$ cat src/rtl/mem_access_pkg.sv
`default_nettype none
// +--------------------------------------------------------------------+
// | mem_access_pkg: shared types and defaults for the memory controller|
// | Rev 1.0                                                            |
// +--------------------------------------------------------------------+
package mem_access_pkg;

  localparam int DEF_INST_WORDS = 50;
  localparam int DEF_MEM_WORDS  = 89;

  typedef enum logic [2:0] {
    S_IDLE      = 3'd0,
    S_RD        = 3'd1,
    S_WR_SETUP  = 3'd2,
    S_WR_STROBE = 3'd3,
    S_WR_HOLD   = 3'd4,
    S_RESP      = 3'd5
  } state_e;

  typedef enum logic [1:0] {
    FETCH = 2'd0,
    LOAD  = 2'd1,
    STORE = 2'd2
  } access_kind_e;

endpackage
`default_nettype wire

$ cat src/rtl/mem_access_ctrl_if.sv
`default_nettype none
// +--------------------------------------------------------------------+
// | mem_access_ctrl_if: datapath request and memory bus bundle         |
// | Rev 1.0                                                            |
// +--------------------------------------------------------------------+
interface mem_access_ctrl_if #(
  parameter int N = 32
);
  logic         if_req;
  logic [N-1:0] if_pc;
  logic         if_ready;
  logic [N-1:0] if_instr;
  logic         d_req;
  logic         d_we;
  logic [N-1:0] d_addr;
  logic [N-1:0] d_wdata;
  logic         d_ready;
  logic [N-1:0] d_rdata;
  logic         err;
  logic [N-1:0] mem_adr;
  logic [N-1:0] mem_data_in;
  logic [N-1:0] mem_data_out;
  logic         mem_write;
  logic         for_data_mem;

  // slave: the controller; master: the datapath plus memory around it
  modport slave (
    input  if_req, if_pc, d_req, d_we, d_addr, d_wdata, mem_data_out,
    output if_ready, if_instr, d_ready, d_rdata, err,
           mem_adr, mem_data_in, mem_write, for_data_mem
  );

  modport master (
    output if_req, if_pc, d_req, d_we, d_addr, d_wdata, mem_data_out,
    input  if_ready, if_instr, d_ready, d_rdata, err,
           mem_adr, mem_data_in, mem_write, for_data_mem
  );
endinterface
`default_nettype wire

$ cat src/rtl/mem_range_check.sv
`default_nettype none
// +--------------------------------------------------------------------+
// | mem_range_check: combinational legality check for one access       |
// | Rev 1.0                                                            |
// +--------------------------------------------------------------------+
module mem_range_check
  import mem_access_pkg::*;
#(
  parameter int N          = 32,
  parameter int INST_WORDS = DEF_INST_WORDS,
  parameter int MEM_WORDS  = DEF_MEM_WORDS
) (
  input  access_kind_e kind,
  input  logic [N-1:0] addr,
  input  logic         we,
  output logic         ok
);

  localparam logic [N-1:0] c_inst_lim = N'(INST_WORDS);
  localparam logic [N-1:0] c_mem_lim  = N'(MEM_WORDS);

  logic w_is_store;

  assign w_is_store = we | (kind == STORE);

  // Fetches are byte addresses; data accesses are word indices.
  always_comb begin
    ok = 1'b0;
    unique case (kind)
      FETCH:       ok = (addr[1:0] == 2'b00) && ((addr >> 2) < c_inst_lim);
      LOAD, STORE: ok = (addr < c_mem_lim) && (!w_is_store || (addr >= c_inst_lim));
      default:     ok = 1'b0;
    endcase
  end

endmodule
`default_nettype wire

$ cat src/rtl/mem_access_ctrl.sv
`default_nettype none
// +--------------------------------------------------------------------+
// | mem_access_ctrl: fetch/load/store arbiter and sequencer for the    |
// | unified main memory of the multi-cycle core.   Rev 1.0             |
// +--------------------------------------------------------------------+
module mem_access_ctrl
  import mem_access_pkg::*;
#(
  parameter int N          = 32,
  parameter int INST_WORDS = DEF_INST_WORDS,
  parameter int MEM_WORDS  = DEF_MEM_WORDS
) (
  input  logic              clk,
  input  logic              rst_n,
  mem_access_ctrl_if.slave  bus
);

  state_e       r_state;
  state_e       w_next;
  access_kind_e r_kind;
  access_kind_e w_kind;
  logic [N-1:0] w_addr;
  logic         w_accept;
  logic         w_ok;
  logic         r_rej;

  logic [N-1:0] r_mem_adr;
  logic [N-1:0] r_mem_data_in;
  logic [N-1:0] r_if_instr;
  logic [N-1:0] r_d_rdata;
  logic         r_mem_write;
  logic         r_for_data_mem;
  logic         r_if_ready;
  logic         r_d_ready;
  logic         r_err;

  assign w_accept = bus.d_req | bus.if_req;

  // Data side wins when both requests are present.
  always_comb begin
    w_kind = FETCH;
    w_addr = bus.if_pc;
    if (bus.d_req) begin
      w_kind = bus.d_we ? STORE : LOAD;
      w_addr = bus.d_addr;
    end
  end

  mem_range_check #(
    .N          (N),
    .INST_WORDS (INST_WORDS),
    .MEM_WORDS  (MEM_WORDS)
  ) u_range_check (
    .kind (w_kind),
    .addr (w_addr),
    .we   (bus.d_req & bus.d_we),
    .ok   (w_ok)
  );

  always_comb begin
    w_next = r_state;
    unique case (r_state)
      S_IDLE: begin
        if (w_accept) begin
          if (!w_ok)                w_next = S_RESP;
          else if (w_kind == STORE) w_next = S_WR_SETUP;
          else                      w_next = S_RD;
        end
      end
      S_RD:        w_next = S_RESP;
      S_WR_SETUP:  w_next = S_WR_STROBE;
      S_WR_STROBE: w_next = S_WR_HOLD;
      S_WR_HOLD:   w_next = S_RESP;
      S_RESP:      w_next = S_IDLE;
      default:     w_next = S_IDLE;
    endcase
  end

  always_ff @(posedge clk or negedge rst_n) begin
    if (!rst_n) begin
      r_state        <= S_IDLE;
      r_kind         <= FETCH;
      r_rej          <= 1'b0;
      r_mem_adr      <= '0;
      r_mem_data_in  <= '0;
      r_if_instr     <= '0;
      r_d_rdata      <= '0;
      r_mem_write    <= 1'b0;
      r_for_data_mem <= 1'b0;
      r_if_ready     <= 1'b0;
      r_d_ready      <= 1'b0;
      r_err          <= 1'b0;
    end else begin
      r_state     <= w_next;
      // Strobe is decoded from the next state so it is a clean flop output.
      r_mem_write <= (w_next == S_WR_STROBE);
      // Ready/err are registered from RESP, so they appear the cycle after it.
      r_if_ready  <= (r_state == S_RESP) && (r_kind == FETCH);
      r_d_ready   <= (r_state == S_RESP) && (r_kind != FETCH);
      r_err       <= (r_state == S_RESP) && r_rej;

      if ((r_state == S_IDLE) && w_accept) begin
        r_kind <= w_kind;
        r_rej  <= !w_ok;
        if (w_ok) begin
          r_mem_adr      <= w_addr;
          r_for_data_mem <= (w_kind != FETCH);
          if (w_kind == STORE) r_mem_data_in <= bus.d_wdata;
        end else if (w_kind == LOAD) begin
          r_d_rdata <= '0;
        end
      end

      if (r_state == S_RD) begin
        if (r_kind == FETCH) r_if_instr <= bus.mem_data_out;
        else                 r_d_rdata  <= bus.mem_data_out;
      end
    end
  end

  assign bus.mem_adr      = r_mem_adr;
  assign bus.mem_data_in  = r_mem_data_in;
  assign bus.mem_write    = r_mem_write;
  assign bus.for_data_mem = r_for_data_mem;
  assign bus.if_instr     = r_if_instr;
  assign bus.d_rdata      = r_d_rdata;
  assign bus.if_ready     = r_if_ready;
  assign bus.d_ready      = r_d_ready;
  assign bus.err          = r_err;

endmodule
`default_nettype wire
$ cat src/flat_wrapper.sv
// flat-port wrapper written by rule: the top's interface ports become plain ports
module mem_access_ctrl_flat import mem_access_pkg::*;
#(
  parameter int N          = 32,
  parameter int INST_WORDS = DEF_INST_WORDS,
  parameter int MEM_WORDS  = DEF_MEM_WORDS
)
  (clk, rst_n, bus_if_req, bus_if_pc, bus_d_req, bus_d_we, bus_d_addr, bus_d_wdata, bus_mem_data_out, bus_if_ready, bus_if_instr, bus_d_ready, bus_d_rdata, bus_err, bus_mem_adr, bus_mem_data_in, bus_mem_write, bus_for_data_mem);
  mem_access_ctrl_if #(.N(N)) bus_i ();
  input  logic clk;
  input  logic rst_n;
  input wire logic [$bits(bus_i.if_req)-1:0] bus_if_req;
  input wire logic [$bits(bus_i.if_pc)-1:0] bus_if_pc;
  input wire logic [$bits(bus_i.d_req)-1:0] bus_d_req;
  input wire logic [$bits(bus_i.d_we)-1:0] bus_d_we;
  input wire logic [$bits(bus_i.d_addr)-1:0] bus_d_addr;
  input wire logic [$bits(bus_i.d_wdata)-1:0] bus_d_wdata;
  input wire logic [$bits(bus_i.mem_data_out)-1:0] bus_mem_data_out;
  output wire logic [$bits(bus_i.if_ready)-1:0] bus_if_ready;
  output wire logic [$bits(bus_i.if_instr)-1:0] bus_if_instr;
  output wire logic [$bits(bus_i.d_ready)-1:0] bus_d_ready;
  output wire logic [$bits(bus_i.d_rdata)-1:0] bus_d_rdata;
  output wire logic [$bits(bus_i.err)-1:0] bus_err;
  output wire logic [$bits(bus_i.mem_adr)-1:0] bus_mem_adr;
  output wire logic [$bits(bus_i.mem_data_in)-1:0] bus_mem_data_in;
  output wire logic [$bits(bus_i.mem_write)-1:0] bus_mem_write;
  output wire logic [$bits(bus_i.for_data_mem)-1:0] bus_for_data_mem;
  assign bus_i.if_req = bus_if_req;
  assign bus_i.if_pc = bus_if_pc;
  assign bus_i.d_req = bus_d_req;
  assign bus_i.d_we = bus_d_we;
  assign bus_i.d_addr = bus_d_addr;
  assign bus_i.d_wdata = bus_d_wdata;
  assign bus_i.mem_data_out = bus_mem_data_out;
  assign bus_if_ready = bus_i.if_ready;
  assign bus_if_instr = bus_i.if_instr;
  assign bus_d_ready = bus_i.d_ready;
  assign bus_d_rdata = bus_i.d_rdata;
  assign bus_err = bus_i.err;
  assign bus_mem_adr = bus_i.mem_adr;
  assign bus_mem_data_in = bus_i.mem_data_in;
  assign bus_mem_write = bus_i.mem_write;
  assign bus_for_data_mem = bus_i.for_data_mem;
  mem_access_ctrl #(.N(N), .INST_WORDS(INST_WORDS), .MEM_WORDS(MEM_WORDS)) u_core (.clk(clk), .rst_n(rst_n), .bus(bus_i));
endmodule
$ cat config.mk
export PLATFORM = sky130hd
export DESIGN_NAME = mem_access_ctrl_flat
export DESIGN_NICKNAME = d
export VERILOG_FILES = /design/src/rtl/mem_access_pkg.sv /design/src/rtl/mem_access_ctrl_if.sv /design/src/rtl/mem_range_check.sv /design/src/rtl/mem_access_ctrl.sv /design/src/flat_wrapper.sv
export SDC_FILE = /design/constraint.sdc
export NUM_CORES = 1
export LEC_CHECK = 0
export BUFFER_PORTS_ARGS = -buffer_cell sky130_fd_sc_hd__buf_2
export CAP_MARGIN = 0
export CORE_ASPECT_RATIO = 0.9
export CORE_MARGIN = 1
export CORE_UTILIZATION = 41
export CTS_CLUSTER_DIAMETER = 100
export DETAILED_ROUTE_END_ITERATION = 10
export PLACE_DENSITY = 0.78
export SLEW_MARGIN = 20
export SYNTH_ARGS = -nofsm -noshare
export SYNTH_HDL_FRONTEND = slang
export SYNTH_SLANG_ARGS = --single-unit
$ cat constraint.sdc
create_clock -name clk -period 2.8 [get_ports clk]
set_clock_uncertainty 0.1 [all_clocks]
set_input_delay 0.28 -clock clk [delete_from_list [all_inputs] [get_ports clk]]
set_output_delay 0.28 -clock clk [all_outputs]
set_load 0.03 [all_outputs]
==> reports/qor.csv <==
stage;metric;value;unit
run_status;status;finished clean;
power_and_ir_drop;PD cells;964;nW/um^2
grt;vias in the first global route;4717;
clocking;Resized Gates After CTS;0;
die;Die W;123;um
finish;ant diodes;0;
critical_path;endpoint class of the critical path;flip-flop;
detailed_routing;wire per inst;15.8;um
clocking;Num CTS Buffers;17;
die;FP Rows;39;
timing;Max Slew Vio Count;0;
timing;Setup Viol. Count Final;0;
grt;first-pass GRT wire length;23200;um
clocking;TritonCTS Sinks;139;
clocking;worst skew pair latency;0.41;ns
timing;final setup TNS;0;ns
placement;routability cong.;1.02;
timing;Final Critical Period;2.27;ns
critical_path;R2R Setup Slk;0.53;ns
worst_hold_path;path type of the worst min-delay path;input port to flip-flop;
die;Core ar.;12800;sq um
clocking;htree depth;4;
synth;Seq/Total Area, Yosys;63.9;%
synth;Gate Count Post-Synth;427;
timing;Fmax;0.440;GHz
synth;Mean Syn Cell Area;12.7;sq um
grt;total gr overflow;0;
clocking;clock buffer depth;2;
detailed_routing;Via density;4.90;
die;Initial Util;42.4;%
synth;number of synthesized flops with an enable pin;0;
clocking;root buffer cell;clkbuf_16;
detailed_routing;Routed Wire Length;14400;um
synth;post-synth cell types;36;
critical_path;type of the worst setup path;flip-flop to flip-flop;
synth;Yosys top cell area share;63.9;%
detailed_routing;Vias;4475;
die;I/O pin count;266;
timing;Slew @ Worst Pin;0.935;ns
synth;dominant synthesized flop cell;dfrtp_1;
power_and_ir_drop;VDD IR max;503;uV
finish;commonest non-fill, non-tap cell in the layout;buf_2;
placement;# port buffers;265;
timing;RSZ-0062 raised after global routing;false;
finish;highest-count cells in the layout ignoring fill and taps;264 x buf_2, 139 x dfrtp_1, 70 x nand2_1, 47 x mux2_2, 39 x dlygate4sd3_1;
grt;initial antenna violation count;0;
critical_path;required time of the critical path;2.99;ns
finish;area grow syn2layout;46.1;%
synth;leading area contributor after synthesis;dfrtp_1;
synth;synth warn;0;
synth;Synthesized Nets;560;
grt;GRT Util Overall;22.4;%
timing;Final Hold Fails;0;
finish;Final #Nets;869;
synth;fraction of registers with async set/reset;100;%
synth;post-synthesis register bit count;139;
synth;post-synthesis cell area;5440;sq um
detailed_routing;1st-pass router iterations;4;
placement;dpl hpwl;9930;um
die;die extent in y;111;um
detailed_routing;Post-DRT Antenna Nets;0;
detailed_routing;initial DRC count;209;
clocking;CTS tree;done;
timing;Slew headroom;37.7;%
timing;crit share post-route;81.1;%
finish;Finished Layout Cells;913;
finish;layout cell share with drive strength beyond 1;47.5;%
synth;synth top area cells;dfrtp_1 64%, mux2_2 9.7%, mux2_1 7.0%;
grt;pin count of the biggest net entering global routing;64;
detailed_routing;DRC Markers;0;
critical_path;Startpoint Class;flip-flop;
die;die area;13700;sq um
flow_run;max-cap violations;0;
clocking;clk slew on worst S/H paths;0.06;ns
placement;placed cells;842;
critical_path;CP max FO;32;
critical_path;WP data arrival;2.46;ns
power_and_ir_drop;Lkg Pwr;4.27;nW
[cells in the mapped netlist (2+ instances only)]
cell type and count:
dfrtp_1 139, nand2_1 70, mux2_2 47, a21oi_1 34
mux2_1 34, and2_1 24, clkbuf_1 17, nor2_1 10
nor3_1 8, nor4_1 6, buf_2 5, nand3b_1 3
o311ai_0 3, a22oi_1 2, nand3_1 2, nand4_1 2
o21ai_0 2
[power by group]
group          internal (mW)  switching, mW
Sequential              2.51          0.264
Clock                   1.36          0.823
Combinational          0.954           1.76
Total                   4.82           2.85
[through the flow]
stage,hold WS (ns),cell area [sq um],setup WS [ns],util [%],power (mW)
4_1_cts,0.0000130,7950,0.461,61.9,7.75
6_report,0.0122,7950,0.529,61.9,7.66
3_3_place_gp,0.189,6980,0.341,54.4,5.39
2_1_floorplan,-0.116,5440,0.624,-,4.60
5_1_grt,0.00398,7950,0.319,61.9,8.09
3_5_place_dp,0.199,6980,0.263,54.4,5.50
[logic make-up (layout without fill, tap and decap cells)]
group                  count (synthesis)  count (layout)  share of synthesized area, %
flip-flops                           139             139                          63.9
AND/OR/NAND/NOR                      134             134                          11.9
multiplexers                          81              81                          16.8
AO/OA/AOI/OAI                         49              49                          5.61
buffers and inverters                 24             346                          1.77
[routing by layer]
| metal | global-route usage, % | share of wire (%) | up-vias |
|---|---|---|---|
| met4 | 9.80 | 2.6 | 0 |
| met2 | 37.1 | 50 | 176 |
| met3 | 7.36 | 7.1 | 34 |
| met5 | 0 | 0 | - |
| li1 | - | - | 2097 |
| met1 | 26.1 | 41 | 2168 |
[registers in the layout, indices dropped and copies added, names as in the netlist]
| signal | count |
|---|---|
| u_core.bus.d_rdata | 32 |
| u_core.bus.d_ready | 1 |
| u_core.bus.err | 1 |
| u_core.bus.for_data_mem | 1 |
| u_core.bus.if_instr | 32 |
| u_core.bus.if_ready | 1 |
| u_core.bus.mem_adr | 32 |
| u_core.bus.mem_data_in | 32 |
| u_core.bus.mem_write | 1 |
| u_core.r_kind | 2 |
| u_core.r_rej | 1 |
| u_core.r_state | 3 |
[repair_timing]
item | in CTS | in global routing
hold buffers | 39 | 0
endpoints found under the hold margin | 100 | 0
buffers inserted | 0 | 0
[layout make-up]
cell class | count | area (sq um)
Fill cell | 1012 | 4890
Sequential cell | 139 | 3480
Timing Repair Buffer | 313 | 1800
Clock buffer | 22 | 464
Multi-Input combinational cell | 264 | 1880
Tap cell | 164 | 205
Clock inverter | 10 | 118
Inverter | 1 | 3.75
[final timing paths]
| kind | cells past startpoint | end | from |
|---|---|---|---|
| worst max-delay path | 3 | u_core.bus.if_instr[30] | u_core.r_state[2] |
| worst min-delay path | 2 | u_core.bus.if_instr[25] | bus_mem_data_out[25] |
| worst max register to register | 3 | u_core.bus.if_instr[30] | u_core.r_state[2] |
| worst min register to register | 1 | u_core.bus.if_ready | u_core.r_kind[0] |
| max in group asynchronous | 3 | u_core.bus.mem_adr[7] | rst_n |
| min in group asynchronous | 2 | u_core.bus.mem_data_in[10] | rst_n |
[worst max-delay path, cell delays in order, from the launching register on]
cell and delay, ns:
dfrtp_1 0.45, nor2_1 0.23, nand3_2 0.75, mux2_2 0.58
Note: power is estimated with default switching activity, not from simulation.
